File: config.mk
export PLATFORM = sky130hd
export DESIGN_NAME = gcd_client
export DESIGN_NICKNAME = d
export VERILOG_FILES = /design/src/rtl/gcd_client.sv
export SDC_FILE = /design/constraint.sdc
export NUM_CORES = 1
export LEC_CHECK = 0
export ABC_AREA = 1
export CAP_MARGIN = 20
export CORE_MARGIN = 2
export CORE_UTILIZATION = 25
export CTS_BUF_LIST = sky130_fd_sc_hd__clkbuf_4
export DETAILED_ROUTE_END_ITERATION = 12
export DONT_BUFFER_PORTS = 1
export GPL_TIMING_DRIVEN = 0
export PLACE_DENSITY = 0.48
export RECOVER_POWER = 100
export SLEW_MARGIN = 0
export SYNTH_ARGS = -nofsm -noshare
export SYNTH_HDL_FRONTEND = slang
export SYNTH_SLANG_ARGS = --single-unit
File: constraint.sdc
create_clock -name clk -period 1.65 [get_ports clk]
set_clock_uncertainty 0.05 [all_clocks]
set_input_delay 0.495 -clock clk [delete_from_list [all_inputs] [get_ports clk]]
set_output_delay 0.495 -clock clk [all_outputs]
set_load 0.02 [all_outputs]
File: src/rtl/gcd_client.sv
// gcd_client
//   Wraps an external GCD core as a single-job request/response client.
//   A job is accepted in IDLE. The operands are latched onto core_a/core_b.
//   The core is held in reset for one LAUNCH cycle and then released for RUN.
//   The result, or a timeout abort, is presented in RESP until the consumer
//   takes it.
//
// Ports
//   clk, nrst                  clock, async active-low reset
//   req_valid/req_ready        job request handshake
//   req_a, req_b               job operands
//   core_nrst                  active-low reset to the gcd core (high only in RUN)
//   core_a, core_b             operands held stable for the core
//   core_gcd, core_valid       core result and its one-cycle valid pulse
//   rsp_valid/rsp_ready        response handshake
//   rsp_gcd, rsp_timeout       captured result (0 on abort) and abort flag
//
// state  | meaning
// IDLE   | waiting for a job, req_ready=1
// LAUNCH | operands latched, core held in reset for one cycle
// RUN    | core released, counting cycles toward the timeout
// RESP   | response presented, waiting for rsp_ready
module gcd_client #(
  parameter int GCD_LENGTH = 14,
  parameter int TIMEOUT    = 20000
) (
  input  logic                  clk,
  input  logic                  nrst,
  input  logic                  req_valid,
  output logic                  req_ready,
  input  logic [GCD_LENGTH-1:0] req_a,
  input  logic [GCD_LENGTH-1:0] req_b,
  output logic                  core_nrst,
  output logic [GCD_LENGTH-1:0] core_a,
  output logic [GCD_LENGTH-1:0] core_b,
  input  logic [GCD_LENGTH-1:0] core_gcd,
  input  logic                  core_valid,
  output logic                  rsp_valid,
  input  logic                  rsp_ready,
  output logic [GCD_LENGTH-1:0] rsp_gcd,
  output logic                  rsp_timeout
);

  // Gray-coded around the job loop: every legal transition flips exactly one
  // bit. Because of this, the single-state decodes below (core_nrst in
  // particular) cannot glitch.
  typedef enum logic [1:0] {
    IDLE   = 2'b00,
    LAUNCH = 2'b01,
    RUN    = 2'b11,
    RESP   = 2'b10
  } state_t;

  localparam logic [15:0] CNT_TC  = 16'(TIMEOUT - 1);
  localparam logic [15:0] CNT_MAX = 16'hFFFF;

  state_t      state;
  state_t      next_state;
  logic [15:0] cnt;
  logic        timed_out;

  assign timed_out = (cnt == CNT_TC);

  always_ff @(posedge clk or negedge nrst) begin
    if (!nrst) state <= IDLE;
    else       state <= next_state;
  end

  always_comb begin
    next_state = state;
    case (state)
      IDLE:    if (req_valid)               next_state = LAUNCH;
      LAUNCH:                               next_state = RUN;
      RUN:     if (core_valid || timed_out) next_state = RESP;
      RESP:    if (rsp_ready)               next_state = IDLE;
      default:                              next_state = IDLE;
    endcase
  end

  assign req_ready = (state == IDLE);
  assign core_nrst = (state == RUN);
  assign rsp_valid = (state == RESP);

  always_ff @(posedge clk or negedge nrst) begin
    if (!nrst) begin
      core_a      <= '0;
      core_b      <= '0;
      cnt         <= '0;
      rsp_gcd     <= '0;
      rsp_timeout <= 1'b0;
    end else begin
      if (state == IDLE && req_valid) begin
        core_a <= req_a;
        core_b <= req_b;
      end

      // Cleared on the way into RUN so the first RUN cycle sees zero.
      if (state == LAUNCH)
        cnt <= '0;
      else if (state == RUN && cnt != CNT_MAX)
        cnt <= cnt + 16'd1;

      // A late result arriving on the timeout cycle still wins.
      if (state == RUN) begin
        if (core_valid) begin
          rsp_gcd     <= core_gcd;
          rsp_timeout <= 1'b0;
        end else if (timed_out) begin
          rsp_gcd     <= '0;
          rsp_timeout <= 1'b1;
        end
      end
    end
  end

endmodule

# --- Yosys cells after proc, flatten, opt, wreduce, memory -nomap -nowiden ---
# Index checks and enable logic that the tools add are counted.
op_classes:
  addsub: 1
  n_eq_ne: 8
  muxes: 10
  reduce_logical: 8
ops:
  columns: ["op", "n"]
  rows:
  - ["$mux W16", 2]
  - ["$mux W14", 2]
  - ["$add A16 B1 Y16 const B", 1]
  - ["$eq A16 B15 Y1 const B", 1]
  - ["$ne A16 B16 Y1 const B", 1]
  - ["$pmux W2 S4", 1]
  - ["$mux W2", 3]
  - ["$eq A2 B2 Y1 const B", 2]
  - ["$ne A2 B1 Y1 const B", 2]
  - ["$reduce_bool A2 Y1", 2]
  - ["$reduce_and A3 Y1", 1]
  - ["$eq A2 B1 Y1 const B", 1]
  - ["$logic_and A1 B1 Y1", 2]
  - ["$logic_not A2 Y1", 1]
  - ["$mux W1", 2]
  - ["$ne A2 B2 Y1 const B", 1]
  - ["$reduce_and A2 Y1", 1]
  - ["$logic_or A1 B1 Y1", 1]
totals:
  register_bits: 61
  inputBits: 47
  output_inout_bits: 46
  word_cells: 33

# --- Depth between registers and ports, before layout ---
logic_depth:
  word_depth: 4
  ltp_mapped: 11

# --- Worst setup path after synthesis ---
# No wires, ideal clock.
synth_path:
  path_type: "register to register"
  startpoint: "reg state[1]"
  endpoint: "reg core_a[0]"
  setup_ps: 128
  arrival_time_ps: 1372
  required_time_ps: 1472
  setup_slack_ps: 100
  stages_incl_launch_ff: 5
  period_less_slack_ps: 1550
  cell_sequence: "dfrtp_1 > nor2_2 > nand2_2 > buf_2 > mux2_1"
synth_between:
  elab_chain_cells: 2
synth_rtl:
  columns: ["item", "line_no", "source"]
  rows:
  - ["start: declaration", "57", "state_t state;"]
  - ["start signal: assignment", "66", "else state <= next_state;"]
  - ["$logic_not A2 Y1", null, null]
  - ["via req_ready", "30", "output logic req_ready,"]
  - ["$logic_and A1 B1 Y1", "92", "if (state == IDLE && req_valid) begin"]
  - ["end signal: assignment", "93", "core_a <= req_a;"]
  - ["end: declaration", "34", "output logic [GCD_LENGTH-1:0] core_a,"]
# The timed path passes the listed nets, and every way through them passes these cells.
# A chain may end at the register's enable or synchronous reset.

# --- Worst setup path after layout ---
layout_path:
  startpoint: "reg state[0]"
  endpoint: "out req_ready"
layout_between:
  elab_chain_cells: 1
layout_rtl:
  columns: ["item", "line_no", "source"]
  rows:
  - ["$logic_not A2 Y1", "80", "assign req_ready = (state == IDLE);"]
  - ["end: declaration", "30", null]
# No other way between the ends.

==> impl_metrics.env <==
export IMPL_cp_slowest_cell="dfrtp_2"
export IMPL_dp_hpwl_um=4280
export IMPL_power_density_nw_per_um2=1810
export IMPL_drt_antenna_violating_nets=0
export IMPL_ys_ff_latch=61
export IMPL_yosys_area_top_type="dfrtp_1"
export IMPL_reg2reg_slack_ps=20
export IMPL_drive_gt1_share_pct=26.8
export IMPL_cp_data_required_time_ps=1100
export IMPL_cts_buffers_inserted=9
export IMPL_grt_util_all_layers_pct=10.9
export IMPL_die_area_um2=11600
export IMPL_violations="hold timing, setup timing"
export IMPL_synthDistinctLibCells=22
export IMPL_drc=0
export IMPL_crit_chain="nor2_4"
export IMPL_post_route_period_util_pct=101
export IMPL_area_delta_synth_final_pct=20.6
export IMPL_p_clk_share_pct=19.8
export IMPL_crit_family="flip-flops"
export IMPL_clk_pin_slew_worst_paths_ps=110
export IMPL_stdcell_count=453
export IMPL_fin_ws_ps=-19.4
export IMPL_cp_arrival_ps=1120
export IMPL_sequentialPowerShare_pct=54.4
export IMPL_yosysWarnings=0
export IMPL_cts_tree="yes"
export IMPL_ctsRootBufferMaster="clkbuf_4"
export IMPL_p_leak_uw=0.00154
export IMPL_tightest_slew_ps=342
export IMPL_crit_type="reg2out"
export IMPL_drv_cap=0
export IMPL_core_um2=10400
export IMPL_die_x_um=108
export IMPL_syn_instance_count=287
export IMPL_overflow=0
export IMPL_r2r_start="state[0]"
export IMPL_p_int_uw=3440
export IMPL_via_per_inst=4.39
export IMPL_hold_viol=61
export IMPL_nets=360
export IMPL_die_h_um=108
export IMPL_switchingPower_uw=2460
export IMPL_initial_core_util_pct=25.9
export IMPL_antenna_found_initial=0
export IMPL_outcome="complete, but fails checks"
export IMPL_stdcell_area_um2=3250
export IMPL_timing_fmax_mhz=599
export IMPL_ios=93
export IMPL_synthesis_nets=335
export IMPL_grt_start_max_net_pins=62
export IMPL_grt_pass1_wl_um=9650
export IMPL_min_period_ps=1670
export IMPL_netlist_area_um2=2700
export IMPL_final_util_pct=31.2
export IMPL_combPwrFrac_pct=25.8
export IMPL_hold_slack_ps=-279
export IMPL_synth_top_area_share_pct=56.6
export IMPL_clock_sinks=61
export IMPL_cp_slowest_stage_delay_ps=490
export IMPL_rows=37
export IMPL_wire_per_inst_um=13.7
export IMPL_clock_latency_ps=410
export IMPL_clk_path_buf_depth=2
export IMPL_grt_setup_unrepaired="true"
export IMPL_dp_cells=423
export IMPL_htreeDepth=3
export IMPL_drv_slew=0
export IMPL_finalSetupViolCount=2
export IMPL_r2r_cells=5
export IMPL_grt_pass1_vias=1926
export IMPL_avgSynthCellArea_um2=9.39
export IMPL_switching_share_pct=41.7
export IMPL_gp_congestion=0.855
export IMPL_drt_iter0_markers=69
export IMPL_seq_area_frac_synth_pct=56.6
export IMPL_worstPathMaxFanout=5
export IMPL_wl_um=6210
export IMPL_critPathBufInv=0
export IMPL_antenna_cells=0
export IMPL_port_buffers=0
export IMPL_relSlewSlack_pct=77.2
export IMPL_critPathLaunchType="flop"
export IMPL_nFillCells=1116
export IMPL_r2r_end="cnt[3]"
export IMPL_yosys_top_cells_area="dfrtp_1 (57%), nand2_1 (13%), mux2_2 (9.6%), inv_1 (3.3%), nor2_1 (3.2%)"
export IMPL_num_vias=1990
export IMPL_dpl_cell_area_um2=2870
export IMPL_peakVddDrop_mv=0.811
export IMPL_drtPass1Iterations=4
export IMPL_cp_end_kind="output pin"
export IMPL_min_path_type="in2async"
layer usage:
metal / wire length (um) / track usage, %
met1: 2640 / 13.7
met2: 3050 / 16.7
met3: 454 / 4.30
met4: 66 / 4.12
met5: 0 / 0
registers in the layout, indices dropped and copies added, names as in the netlist:
register,count
cnt,16
core_a,14
core_b,14
rsp_gcd,14
state,2
rsp_timeout,1
cell usage after synthesis:
cell type and n:
nor3_1 1, nor2_1 23, inv_1 24, or2_2 2
dfrtp_1 61, nand3_1 17, o21ai_0 10, nor2_4 1
buf_6 1, nand2_2 3, ha_1 1, mux2_2 23
o21ai_1 4, xor2_1 1, nor2_2 4, inv_2 1
nand3b_1 1, mux2_1 5, buf_2 5, nand4_1 3
nand2_1 94, a21oi_1 2
cells in the final DEF, fill, tap and decap left out, types with 6 or more instances in the layout:
cell type,Yosys,layout
clkbuf_4,0,10
mux2_2,23,23
buf_4,0,12
dfrtp_1,61,58
nand3_1,17,16
nor2_1,23,18
nor2_4,1,6
inv_1,24,24
nand2_1,94,90
o21ai_0,10,10
worst max path at each step:
stage	startpoint	to	slack [ps]	depth (start not counted)
2_1_floorplan	state[1]	core_a[0]	100	4
3_3_place_gp	state[1]	core_a[2]	-160	4
3_5_place_dp	state[1]	core_b[12]	-170	4
4_1_cts	state[0]	req_ready	-40	1
5_1_grt	state[0]	cnt[9]	-90	5
6_report	state[0]	req_ready	-20	1
power groups by stage:
| stage | registers, uW | logic [uW] | clock network, uW |
|---|---|---|---|
| 6_report | 3210 | 1520 | 1170 |
| 5_1_grt | 3290 | 1720 | 1290 |
| 4_1_cts | 3210 | 1410 | 1220 |
| 3_5_place_dp | 3210 | 1250 | 0 |
| 3_3_place_gp | 3200 | 1210 | 0 |
| 2_1_floorplan | 3070 | 1020 | 0 |
cell families after synthesis:
| family | after synthesis | synth area share (%) |
|---|---|---|
| multiplexers | 28 | 11.7 |
| flip-flops | 61 | 56.6 |
| XOR/XNOR | 1 | 0.325 |
| buffers and inverters | 31 | 4.83 |
| AO/OA/AOI/OAI | 16 | 2.97 |
| AND/OR/NAND/NOR | 149 | 23.1 |
| adder cells (fa/ha/maj) | 1 | 0.464 |
area by class of cell:
| type | instances | area [um2] | area share, % |
|---|---|---|---|
| well taps | 136 | 170 | 5.23 |
| inverters | 25 | 98.8 | 3.04 |
| flip-flops and latches | 61 | 1530 | 47.1 |
| plain buffers | 6 | 51.3 | 1.58 |
| multi-input cells | 195 | 1140 | 35.0 |
| clock buffers | 9 | 67.6 | 2.08 |
| clock inverters | 7 | 90.1 | 2.77 |
| repair buffers | 14 | 106 | 3.27 |
metrics by stage:
stage               total power [uW]  TNS, ps  setup WS (ps)
floorplan                       4090        0            100
global placement                4410    -3080           -160
detailed placement              4470    -3220           -167
CTS                             5840     -246          -43.3
global route                    6300     -566          -93.3
finish                          5900    -19.9          -19.4
what timing repair did:
item | CTS | global route
setup endpoints to repair | 48 | 48
endpoints found under the hold margin | 61 | 61
gates cloned | 1 | 1
pin swaps | 1 | 9
buffers inserted | 3 | 9
resized for setup | 17 | 20
(Power assumes the default switching activity.)
